**src/rtl/load_store_unit_pkg.sv**
```systemverilog
// load_store_unit shared definitions
// funct3 codes, FSM states, lane counts and request checks
package load_store_unit_pkg;

  localparam logic ENABLE  = 1'b1;
  localparam logic DISABLE = 1'b0;

  localparam int MAX_D_MEM = 32;

  localparam logic [2:0] F3_B  = 3'b000;
  localparam logic [2:0] F3_H  = 3'b001;
  localparam logic [2:0] F3_W  = 3'b010;
  localparam logic [2:0] F3_BU = 3'b100;
  localparam logic [2:0] F3_HU = 3'b101;

  localparam logic [2:0] LANES_B = 3'd1;
  localparam logic [2:0] LANES_H = 3'd2;
  localparam logic [2:0] LANES_W = 3'd4;

  typedef enum logic [2:0] {
    S_IDLE,
    S_WRITE,
    S_RD_ISSUE,
    S_RD_WAIT,
    S_RESP
  } lsu_state_e;

  function automatic logic [2:0] lane_count(
    input logic [2:0] f3
  );
    logic [2:0] n;
    case (f3)
      F3_H, F3_HU: n = LANES_H;
      F3_W:        n = LANES_W;
      default:     n = LANES_B;
    endcase
    return n;
  endfunction

  // Illegal encoding, unsigned store, or misaligned access
  function automatic logic req_bad(
    input logic       st,
    input logic [2:0] f3,
    input logic [1:0] a
  );
    logic bad;
    case (f3)
      F3_B:    bad = 1'b0;
      F3_H:    bad = a[0];
      F3_W:    bad = |a;
      F3_BU:   bad = st;
      F3_HU:   bad = st | a[0];
      default: bad = 1'b1;
    endcase
    return bad;
  endfunction

endpackage

```
**src/rtl/load_store_unit_if.sv**
```systemverilog
// Execute-stage request/response channel
// of the load/store unit
interface load_store_unit_if;
  logic        req_valid;
  logic        req_ready;
  logic        req_store;
  logic [2:0]  req_funct3;
  logic [31:0] req_addr;
  logic [31:0] req_wdata;
  logic        resp_valid;
  logic [31:0] resp_rdata;
  logic        resp_misaligned;

  modport master (
    output req_valid, req_store,
    output req_funct3, req_addr, req_wdata,
    input  req_ready, resp_valid,
    input  resp_rdata, resp_misaligned
  );

  modport slave (
    input  req_valid, req_store,
    input  req_funct3, req_addr, req_wdata,
    output req_ready, resp_valid,
    output resp_rdata, resp_misaligned
  );
endinterface

```
**src/rtl/load_store_unit_load_align.sv**
```systemverilog
// Load data lane select and sign/zero extension
// Purely combinational
module load_align
  import load_store_unit_pkg::*;
(
  input  logic [31:0] r_data,
  input  logic [1:0]  addr,
  input  logic [2:0]  funct3,
  output logic [31:0] ext_data
);

  logic [7:0]  byte_sel;
  logic [15:0] half_sel;

  always_comb begin
    byte_sel = r_data[{addr, 3'b000} +: 8];
    half_sel = addr[1] ? r_data[31:16]
                       : r_data[15:0];
    case (funct3)
      F3_B:    ext_data = {{24{byte_sel[7]}}, byte_sel};
      F3_BU:   ext_data = {24'd0, byte_sel};
      F3_H:    ext_data = {{16{half_sel[15]}}, half_sel};
      F3_HU:   ext_data = {16'd0, half_sel};
      default: ext_data = r_data;
    endcase
  end

endmodule

```
**src/rtl/load_store_unit.sv**
```systemverilog
// Load/store unit: splits stores into single-lane
// writes, issues reads and aligns load data
module load_store_unit
  import load_store_unit_pkg::*;
#(
  parameter int D_ADDR_W = $clog2(MAX_D_MEM)
) (
  input  logic                clk,
  input  logic                rst,
  load_store_unit_if.slave    bus,
  output logic                wren,
  output logic                is_load,
  output logic [3:0]          mask_buffer,
  output logic [D_ADDR_W-1:0] r_addr,
  output logic [D_ADDR_W-1:0] w_addr,
  output logic [31:0]         w_data,
  input  logic [31:0]         r_data
);

  lsu_state_e          state, state_n;
  logic                st_q;
  logic [2:0]          f3_q;
  logic [D_ADDR_W+1:0] addr_q;
  logic [31:0]         wdata_q;
  logic [1:0]          cnt_q;
  logic [31:0]         rdata_q;
  logic                mis_q;
  logic [31:0]         ext_data;
  logic                accept;
  logic                bad_in;
  logic                last_lane;
  logic [1:0]          lane;
  logic [D_ADDR_W-1:0] word;
  logic                resp_valid;
  logic                unused_addr;

  assign unused_addr = ^bus.req_addr[31:D_ADDR_W+2];

  assign accept = bus.req_valid && state == S_IDLE;
  assign bad_in = req_bad(bus.req_store, bus.req_funct3,
                          bus.req_addr[1:0]);
  assign lane = addr_q[1:0] + cnt_q;
  assign word = addr_q[D_ADDR_W+1:2];
  assign last_lane =
    {1'b0, cnt_q} == lane_count(f3_q) - 3'd1;

  assign bus.req_ready       = state == S_IDLE;
  assign bus.resp_valid      = resp_valid;
  assign bus.resp_rdata      = rdata_q;
  assign bus.resp_misaligned = mis_q;

  load_align u_align (
    .r_data   (r_data),
    .addr     (addr_q[1:0]),
    .funct3   (f3_q),
    .ext_data (ext_data)
  );

  always_ff @(posedge clk) begin
    if (rst) begin
      state   <= S_IDLE;
      st_q    <= 1'b0;
      f3_q    <= '0;
      addr_q  <= '0;
      wdata_q <= '0;
      cnt_q   <= '0;
      rdata_q <= '0;
      mis_q   <= 1'b0;
    end else begin
      state <= state_n;
      if (accept) begin
        st_q    <= bus.req_store;
        f3_q    <= bus.req_funct3;
        addr_q  <= bus.req_addr[D_ADDR_W+1:0];
        wdata_q <= bus.req_wdata;
        mis_q   <= bad_in;
        cnt_q   <= '0;
      end
      if (state == S_WRITE) cnt_q <= cnt_q + 2'd1;
      if (state == S_RD_WAIT) rdata_q <= ext_data;
      if (state == S_RESP) begin
        rdata_q <= '0;
        mis_q   <= 1'b0;
      end
    end
  end

  always_comb begin
    state_n     = state;
    wren        = DISABLE;
    is_load     = DISABLE;
    mask_buffer = '0;
    r_addr      = '0;
    w_addr      = '0;
    w_data      = '0;
    resp_valid  = 1'b0;
    unique case (state)
      S_IDLE: begin
        if (accept) begin
          if (bad_in)             state_n = S_RESP;
          else if (bus.req_store) state_n = S_WRITE;
          else                    state_n = S_RD_ISSUE;
        end
      end
      S_WRITE: begin
        wren        = ENABLE;
        mask_buffer = 4'b0001 << lane;
        w_addr      = word;
        w_data      = wdata_q << {addr_q[1:0], 3'b000};
        if (last_lane) state_n = S_RESP;
      end
      S_RD_ISSUE: begin
        wren    = ENABLE;
        is_load = ENABLE;
        r_addr  = word;
        state_n = S_RD_WAIT;
      end
      S_RD_WAIT: state_n = S_RESP;
      S_RESP: begin
        resp_valid = 1'b1;
        state_n    = S_IDLE;
      end
      default: state_n = S_IDLE;
    endcase
    // Reset kills the in-flight access in its own cycle
    if (rst) begin
      wren        = DISABLE;
      is_load     = DISABLE;
      mask_buffer = '0;
      w_data      = '0;
      r_addr      = '0;
      w_addr      = '0;
      resp_valid  = 1'b0;
    end
  end

  logic unused_st;
  assign unused_st = st_q;

endmodule

```
**src/flat_wrapper.sv**
```systemverilog
// flat-port wrapper written by rule: the top's interface ports become plain ports
module load_store_unit_flat import load_store_unit_pkg::*;
#(
  parameter int D_ADDR_W = $clog2(MAX_D_MEM)
)
  (clk, rst, wren, is_load, mask_buffer, r_addr, w_addr, w_data, r_data, bus_req_valid, bus_req_store, bus_req_funct3, bus_req_addr, bus_req_wdata, bus_req_ready, bus_resp_valid, bus_resp_rdata, bus_resp_misaligned);
  load_store_unit_if bus_i ();
  input  logic clk;
  input  logic rst;
  output logic wren;
  output logic is_load;
  output logic [3:0] mask_buffer;
  output logic [D_ADDR_W-1:0] r_addr;
  output logic [D_ADDR_W-1:0] w_addr;
  output logic [31:0] w_data;
  input  logic [31:0] r_data;
  input wire logic [$bits(bus_i.req_valid)-1:0] bus_req_valid;
  input wire logic [$bits(bus_i.req_store)-1:0] bus_req_store;
  input wire logic [$bits(bus_i.req_funct3)-1:0] bus_req_funct3;
  input wire logic [$bits(bus_i.req_addr)-1:0] bus_req_addr;
  input wire logic [$bits(bus_i.req_wdata)-1:0] bus_req_wdata;
  output wire logic [$bits(bus_i.req_ready)-1:0] bus_req_ready;
  output wire logic [$bits(bus_i.resp_valid)-1:0] bus_resp_valid;
  output wire logic [$bits(bus_i.resp_rdata)-1:0] bus_resp_rdata;
  output wire logic [$bits(bus_i.resp_misaligned)-1:0] bus_resp_misaligned;
  assign bus_i.req_valid = bus_req_valid;
  assign bus_i.req_store = bus_req_store;
  assign bus_i.req_funct3 = bus_req_funct3;
  assign bus_i.req_addr = bus_req_addr;
  assign bus_i.req_wdata = bus_req_wdata;
  assign bus_req_ready = bus_i.req_ready;
  assign bus_resp_valid = bus_i.resp_valid;
  assign bus_resp_rdata = bus_i.resp_rdata;
  assign bus_resp_misaligned = bus_i.resp_misaligned;
  load_store_unit #(.D_ADDR_W(D_ADDR_W)) u_core (.clk(clk), .rst(rst), .bus(bus_i), .wren(wren), .is_load(is_load), .mask_buffer(mask_buffer), .r_addr(r_addr), .w_addr(w_addr), .w_data(w_data), .r_data(r_data));
endmodule
```
**config.mk**
```make
export PLATFORM = sky130hd
export DESIGN_NAME = load_store_unit_flat
export DESIGN_NICKNAME = d
export VERILOG_FILES = /design/src/rtl/load_store_unit_pkg.sv /design/src/rtl/load_store_unit_if.sv /design/src/rtl/load_store_unit_load_align.sv /design/src/rtl/load_store_unit.sv /design/src/flat_wrapper.sv
export SDC_FILE = /design/constraint.sdc
export NUM_CORES = 1
export LEC_CHECK = 0
export CORE_ASPECT_RATIO = 1.75
export CORE_MARGIN = 3
export CORE_UTILIZATION = 40
export CTS_BUF_LIST = sky130_fd_sc_hd__clkbuf_4
export DETAILED_ROUTE_END_ITERATION = 12
export PLACE_DENSITY_LB_ADDON = 0.1
export REMOVE_ABC_BUFFERS = 1
export SLEW_MARGIN = 20
export SYNTH_ARGS = -nofsm -noshare
export SYNTH_HDL_FRONTEND = slang
export SYNTH_SLANG_ARGS = --single-unit
```
**constraint.sdc**
```tcl
create_clock -name clk -period 3.4 [get_ports clk]
set_clock_uncertainty 0.1 [all_clocks]
set_input_delay 1.02 -clock clk [delete_from_list [all_inputs] [get_ports clk]]
set_output_delay 1.02 -clock clk [all_outputs]
set_load 0.005 [all_outputs]
```
==> flow_metrics.env, run 1 <==
export IMPL_slowest_stage="dlygate4sd2_1"
export IMPL_worstHoldStart="u_core.wdata_q[31]$_SDFFE_PP0P_"
export IMPL_cts_buffers=9
export IMPL_synth_compound_area_frac=0.220
export IMPL_critPathKind="input pin to primary output"
export IMPL_hold_class="flop to flop"
export IMPL_synth_avg_cell_area_um2=7.45
export IMPL_finalCriticalPeriod_ns=3.35
export IMPL_row_count=49
export IMPL_slowest_delay_ns=0.26
export IMPL_hold_viol_final=0
export IMPL_antenna_found_initial=1
export IMPL_clkLatencyLatePin_ns=0.42
export IMPL_status="finished, final reports clean"
export IMPL_cp_num_buf_inv=5
export IMPL_ctsHoldBuffers=0
export IMPL_grt_pass1_wl_mm=21.4
export IMPL_core_um2=10300
export IMPL_p_leak_nw=2.61
export IMPL_setup_tns_ns=0
export IMPL_routed_wl_mm=13.4
export IMPL_syn_to_final_growth_pct=47.8
export IMPL_drt_iter0_drc=170
export IMPL_vias=4605
export IMPL_timing_rr_start="u_core.addr_q[1]$_SDFFE_PP0P_"
export IMPL_power_density_nw_per_um2=350
export IMPL_clk_pin_slew_ns=0.12
export IMPL_synth_cells=568
export IMPL_finalCritPeriodShare=0.986
export IMPL_worstSetupStartpointType="input pin"
export IMPL_worstPathMaxFanout=15
export IMPL_avgViaCountPerCell=5.39
export IMPL_drc_errors=0
export IMPL_synthMuxAreaShare=0.0662
export IMPL_synth_ff_type="dfxtp_1"
export IMPL_synth_top_family_by_area="simple AND/OR/NAND/NOR gates"
export IMPL_ant_nets=0
export IMPL_synth_enable_flop_cells=0
export IMPL_synth_commonest_cells="nand2_1 (126), a21oi_1 (81), dfxtp_1 (80)"
export IMPL_synth_most_common_cell="nand2_1"
export IMPL_crit_arrival_ns=2.23
export IMPL_yosysTopAreaCell="dfxtp_1"
export IMPL_maxCapViolCount=0
export IMPL_endpoint_kind="primary output"
export IMPL_root_buffer="clkbuf_4"
export IMPL_cts_max_level=3
export IMPL_dp_hpwl_mm=9.71
export IMPL_netlist_area_um2=4230
export IMPL_clock_sinks=80
export IMPL_final_core_util=0.607
export IMPL_required_ns=2.28
export IMPL_place_gp_congestion=0.785
export IMPL_crit_chain="buf_2 -> buf_4 -> nand2b_1 -> buf_12 -> buf_4 -> nor3_2 -> dlygate4sd2_1"
export IMPL_synth_distinct_cells=47
export IMPL_track_usage=0.219
export IMPL_synth_fa_ha_area_frac=0.00296
export IMPL_start_util=0.411
export IMPL_cts_tree="built"
export IMPL_fmax_ghz=0.298
export IMPL_crit_family="buffers and inverters"
export IMPL_wl_per_cell_um=15.6
export IMPL_setup_viol=0
export IMPL_async_reset_ff_frac=0
export IMPL_yosys_top_cells_area="dfxtp_1 (38%), nand2_1 (11%), a21oi_1 (9.6%), nor2_1 (4.7%), mux2i_1 (4.5%)"
export IMPL_clock_path_buffers=2
export IMPL_synth_warnings=0
export IMPL_slew_viol_final=0
export IMPL_dr_pass1_iters=5
export IMPL_overflow=0
export IMPL_die_width_um=83.8
export IMPL_dieArea_um2=11900
export IMPL_first_global_vias=4435
export IMPL_grt_max_degree=35
export IMPL_synth_top_area_share=0.378
export IMPL_synthSimpleGateAreaFrac=0.271
export IMPL_io_pins=186
export IMPL_ys_ff_latch=80
export IMPL_io_buffers=160
export IMPL_drive_gt1_frac=0.113
export IMPL_nets=827
export IMPL_synth_xor_area_frac=0.00621
export IMPL_slew_headroom=0.474
export IMPL_peakVddDrop_mv=0.220
export IMPL_seq_area_frac_synth=0.378
export IMPL_crit_path_frequent_cell="buf_4"
export IMPL_die_h_um=142
export IMPL_cp_startpoint="rst"
export IMPL_tightest_slew_ns=0.787
==> final timing paths <==
kind,end,slack [ns],cells past startpoint
setup / recovery,mask_buffer[0],0.05,7
setup reg to reg,u_core.bus.resp_rdata[19]$_SDFFE_PP0N_,1.08,7
hold reg to reg,u_core.wdata_q[31]$_SDFFE_PP0P_,0.36,2
hold / removal,u_core.wdata_q[31]$_SDFFE_PP0P_,0.36,2
==> worst min-delay path, delay by kind of cell, from the launching register on <==
kind / cells / cell delay [ns]
AOI/OAI and AO/OA: 1 / 0.05
and+or+nand+nor: 1 / 0.05
DFF: 1 / 0.33
==> flip-flops by register name (all words and copies together), names as in the netlist <==
register,cells
u_core.state,3
u_core.wdata_q,32
u_core.cnt_q,2
u_core.f3_q,3
u_core.addr_q,7
u_core.bus.resp_misaligned,1
u_core.bus.resp_rdata,32
==> routing by layer <==
metal / GRT usage / share of wire / vias to the layer above
li1: - / - / 2275
met1: 0.233 / 0.38 / 2152
met2: 0.415 / 0.55 / 159
met3: 0.0492 / 0.059 / 19
met4: 0.0839 / 0.017 / 0
met5: 0 / 0 / -
==> placed cells by master, fill, tap and decap left out, types with 2 or more instances in the layout <==
master | synthesis | routed
dlymetal6s2s_1 | 0 | 11
nor4b_4 | 0 | 2
mux2_2 | 8 | 8
buf_4 | 3 | 28
and2_1 | 18 | 16
and2_4 | 0 | 2
buf_6 | 1 | 2
nand4_1 | 2 | 2
a21o_1 | 2 | 2
dlygate4sd2_1 | 0 | 28
nor3_1 | 12 | 10
o221a_2 | 6 | 6
xnor2_1 | 3 | 3
o211ai_1 | 10 | 10
nor3_2 | 0 | 2
a31oi_1 | 8 | 8
a21oi_1 | 81 | 81
clkbuf_2 | 0 | 3
inv_1 | 7 | 7
a211oi_1 | 18 | 17
clkdlybuf4s50_1 | 0 | 116
bufinv_16 | 0 | 3
clkbuf_4 | 0 | 11
mux2i_1 | 19 | 19
nor2_1 | 53 | 51
o21ai_0 | 18 | 18
nand2b_1 | 3 | 3
nand3b_1 | 8 | 8
dfxtp_1 | 80 | 76
nor4b_1 | 3 | 2
nand2_1 | 126 | 126
nor2b_1 | 14 | 13
dfxtp_2 | 0 | 4
==> report_power, final <==
| group | internal [mW] | total, mW | switching [mW] |
|---|---|---|---|
| Sequential | 0.983 | 1.03 | 0.0458 |
| Clock | 0.383 | 0.710 | 0.326 |
| Combinational | 0.220 | 0.451 | 0.231 |
==> stage by stage <==
stage | power (mW) | hold slack (ns) | instances | worst slack [ns] | instance area (um^2)
floorplan | 1.27 | 0.326 | 521 | -0.0770 | 4020
global placement | 1.48 | 0.339 | 833 | -0.186 | 5990
detailed placement | 1.49 | 0.342 | 833 | -0.196 | 5990
CTS | 2.21 | 0.359 | 852 | -0.160 | 6190
global route | 2.30 | 0.382 | 855 | -0.0000124 | 6250
finish | 2.19 | 0.357 | 855 | 0.0470 | 6250
==> kinds of logic (layout without fill, tap and decap cells) <==
kind of cell / count (synthesis) / in the layout
AND/OR/NAND/NOR: 249 / 249
AO/OA/AOI/OAI: 154 / 154
flip-flops: 80 / 80
buffers and inverters: 54 / 213
multiplexers: 27 / 27
XOR/XNOR: 3 / 3
adder cells (fa/ha/maj): 1 / 1
other: 0 / 1
==> repair_timing <==
item / in CTS / in global routing
buffers inserted: 4 / 2
gates resized for setup: 40 / 26
endpoints found under the setup margin: 41 / 19
hold endpoints to repair: 0 / 0
pin swaps: 3 / 2
==> cell type report <==
cell class              count  area [um^2]
fillers                   956         4050
multi-input cells         434         2460
repair buffers            191         1830
flip-flops and latches     80         1610
well taps                 127          159
clock inverters             4         93.8
clock buffers              11         82.6
inverters                   7         26.3
diodes                      1         2.50
No activity file was read; power rests on OpenSTA's default activity.
==> inputs of run 2 (changes only) <==
--- a/config.mk
+++ b/config.mk
@@ -7,12 +7,13 @@
 export LEC_CHECK = 0
 export CORE_ASPECT_RATIO = 1.75
 export CORE_MARGIN = 3
-export CORE_UTILIZATION = 40
+export CORE_UTILIZATION = 39
 export CTS_BUF_LIST = sky130_fd_sc_hd__clkbuf_4
 export DETAILED_ROUTE_END_ITERATION = 12
+export HOLD_SLACK_MARGIN = 0.08
 export PLACE_DENSITY_LB_ADDON = 0.1
 export REMOVE_ABC_BUFFERS = 1
-export SLEW_MARGIN = 20
+export SLEW_MARGIN = 10
 export SYNTH_ARGS = -nofsm -noshare
 export SYNTH_HDL_FRONTEND = slang
 export SYNTH_SLANG_ARGS = --single-unit
==> constraint.sdc (replaced) <==
create_clock -name clk -period 2.94 [get_ports clk]
set_clock_uncertainty 0.1 [all_clocks]
set_input_delay 0.882 -clock clk [delete_from_list [all_inputs] [get_ports clk]]
set_output_delay 0.882 -clock clk [all_outputs]
set_load 0.005 [all_outputs]
==> run 2 against run 1 <==
  * The run now ends with negative setup slack left
  * Register-to-register slack got worse by 0.54 ns
  * Die area rose by 2.4%
  * Worst setup slack worse by 0.18 ns
  * Clock power increased by 1%
  * Wire length rose by 4.8%
  * Cell area rose by 2.3%
  * Utilization rose by 0.67 points
  * Highest routed layer unchanged
==> flow_metrics.env, run 2 (synthesized netlist as in run 1, its figures left out) <==
export IMPL_status="finished with violations"
export IMPL_violations="negative setup slack"
export IMPL_power_density_nw_per_um2=388
export IMPL_root_buffer="clkbuf_4"
export IMPL_fin_ws_ns=-0.133
export IMPL_finalCritPeriodShare=1.05
export IMPL_dr_pass1_iters=5
export IMPL_routed_wl_mm=14.0
export IMPL_fin_area_um2=6400
export IMPL_overflow=0
export IMPL_place_gp_congestion=0.798
export IMPL_die_h_um=144
export IMPL_nets=839
export IMPL_cts_tree="built"
export IMPL_start_util=0.406
export IMPL_fmax_ghz=0.325
export IMPL_syn_to_final_growth_pct=51.2
export IMPL_io_pins=186
export IMPL_worstSetupStartpointType="flop"
export IMPL_wl_per_cell_um=16.2
export IMPL_clock_path_buffers=2
export IMPL_final_common_cell="nand2_1"
export IMPL_setup_viol=18
export IMPL_rsz0062_at_grt="yes"
export IMPL_multiInputGateArea_um2=2550
export IMPL_grt_pass1_wl_mm=22.3
export IMPL_endpoint_kind="primary output"
export IMPL_io_buffers=160
export IMPL_intPower_mw=1.76
export IMPL_ctsHoldBuffers=0
export IMPL_final_cells=867
export IMPL_seqCellArea_um2=1610
export IMPL_pwr_share_clk=0.290
export IMPL_ant_nets=0
export IMPL_hold_class="flop to flop"
export IMPL_antenna_found_initial=1
export IMPL_drc_errors=0
export IMPL_worstPathMaxFanout=4
export IMPL_slew_viol_final=0
export IMPL_vias=4662
export IMPL_crit_arrival_ns=2.09
export IMPL_r2r_cells=6
export IMPL_slew_headroom=0.483
export IMPL_drt_iter0_drc=182
export IMPL_place_ws_ns=-0.351
export IMPL_required_ns=1.96
export IMPL_critPathKind="flop to primary output"
export IMPL_dieArea_um2=12200
export IMPL_dp_cells=836
export IMPL_timing_hold_ws_ns=0.360
export IMPL_die_width_um=84.8
export IMPL_final_cell_mix="nand2_1 (125), clkdlybuf4s50_1 (111), a21oi_1 (81)"
export IMPL_p_leak_nw=2.48
export IMPL_hold_depth=2
export IMPL_clkLatencyLatePin_ns=0.43
export IMPL_track_usage=0.227
export IMPL_dp_hpwl_mm=9.78
export IMPL_swShare=0.289
export IMPL_clk_pin_slew_ns=0.14
export IMPL_row_count=49
export IMPL_place_area_um2=6040
export IMPL_cts_buffers=9
export IMPL_tightest_slew_ns=0.775
export IMPL_core_um2=10400
export IMPL_finalCriticalPeriod_ns=3.07
export IMPL_power_switching_mw=0.718
export IMPL_setup_tns_ns=-1.47
export IMPL_p_comb_frac=0.235
export IMPL_first_global_vias=4668
export IMPL_avgViaCountPerCell=5.38
export IMPL_cts_max_level=3
export IMPL_clock_sinks=80
export IMPL_drive_gt1_frac=0.194
export IMPL_maxCapViolCount=0
export IMPL_grt_max_degree=45
export IMPL_seqPwrFrac=0.475
export IMPL_fillCellCount=989
export IMPL_peakVddDrop_mv=0.253
export IMPL_hold_viol_final=0
-- run 2: cell count changes in the layout (fill, tap and decap cells not counted), moves of 9 or more --
cell,previous run,this run
buf_2,1,16
buf_6,2,16
dlygate4sd2_1,28,9
dlymetal6s2s_1,11,0
nor2_1,51,42
-- run 2: repair_timing --
item | CTS | global route
setup buffers | 10 | 6
hold endpoints to repair | 0 | 0
endpoints found under the setup margin | 48 | 44
gates cloned | 1 | 0
resized for setup | 154 | 48
pin swaps | 6 | 5
-- run 2: worst paths after layout --
check	startpoint	end	slack, ns
max	u_core.state[2]$_SDFFE_PP0P_	w_data[2]	-0.13
min	u_core.wdata_q[24]$_SDFFE_PP0P_	u_core.wdata_q[24]$_SDFFE_PP0P_	0.36
max reg2reg	u_core.addr_q[1]$_SDFFE_PP0P_	u_core.bus.resp_rdata[25]$_SDFFE_PP0N_	0.54
min reg2reg	u_core.wdata_q[24]$_SDFFE_PP0P_	u_core.wdata_q[24]$_SDFFE_PP0P_	0.36
-- run 2: worst max-delay path: stages (launching register included) --
cell and delay (ns):
dfxtp_2 0.35, or3b_4 0.37, or3_4 0.38, nor2_8 0.13, buf_6 0.12, buf_6 0.09
and2_4 0.13, buf_6 0.09
-- run 2: stage by stage --
stage          utilization  total power [mW]
2_1_floorplan            -              1.47
3_3_place_gp         0.579              1.73
3_5_place_dp         0.579              1.74
4_1_cts              0.612              2.49
5_1_grt              0.614              2.61
6_report             0.614              2.48
-- run 2: power by group through the flow --
| stage | clock network (mW) | registers, mW | logic [mW] |
|---|---|---|---|
| CTS | 0.746 | 1.18 | 0.572 |
| global placement | 0 | 1.20 | 0.534 |
| finish | 0.719 | 1.18 | 0.584 |
| global route | 0.784 | 1.19 | 0.639 |
| floorplan | 0 | 1.22 | 0.241 |
| detailed placement | 0 | 1.20 | 0.543 |
-- run 2: final cells by class --
cell class              count  share of cell area
diodes                      1            0.000391
clock buffers              10              0.0117
clock inverters             5              0.0113
multi-input cells         434               0.399
well taps                 127              0.0248
inverters                   7             0.00411
flip-flops and latches     80               0.251
repair buffers            203               0.298
-- run 2: layer usage --
layer  GRT usage  vias to the layer above  part of all wire
li1            -                     2295                 -
met2       0.425                      155              0.54
met3      0.0436                       20             0.056
met1       0.243                     2192              0.38
met5           0                        -                 0
met4       0.107                        0             0.022
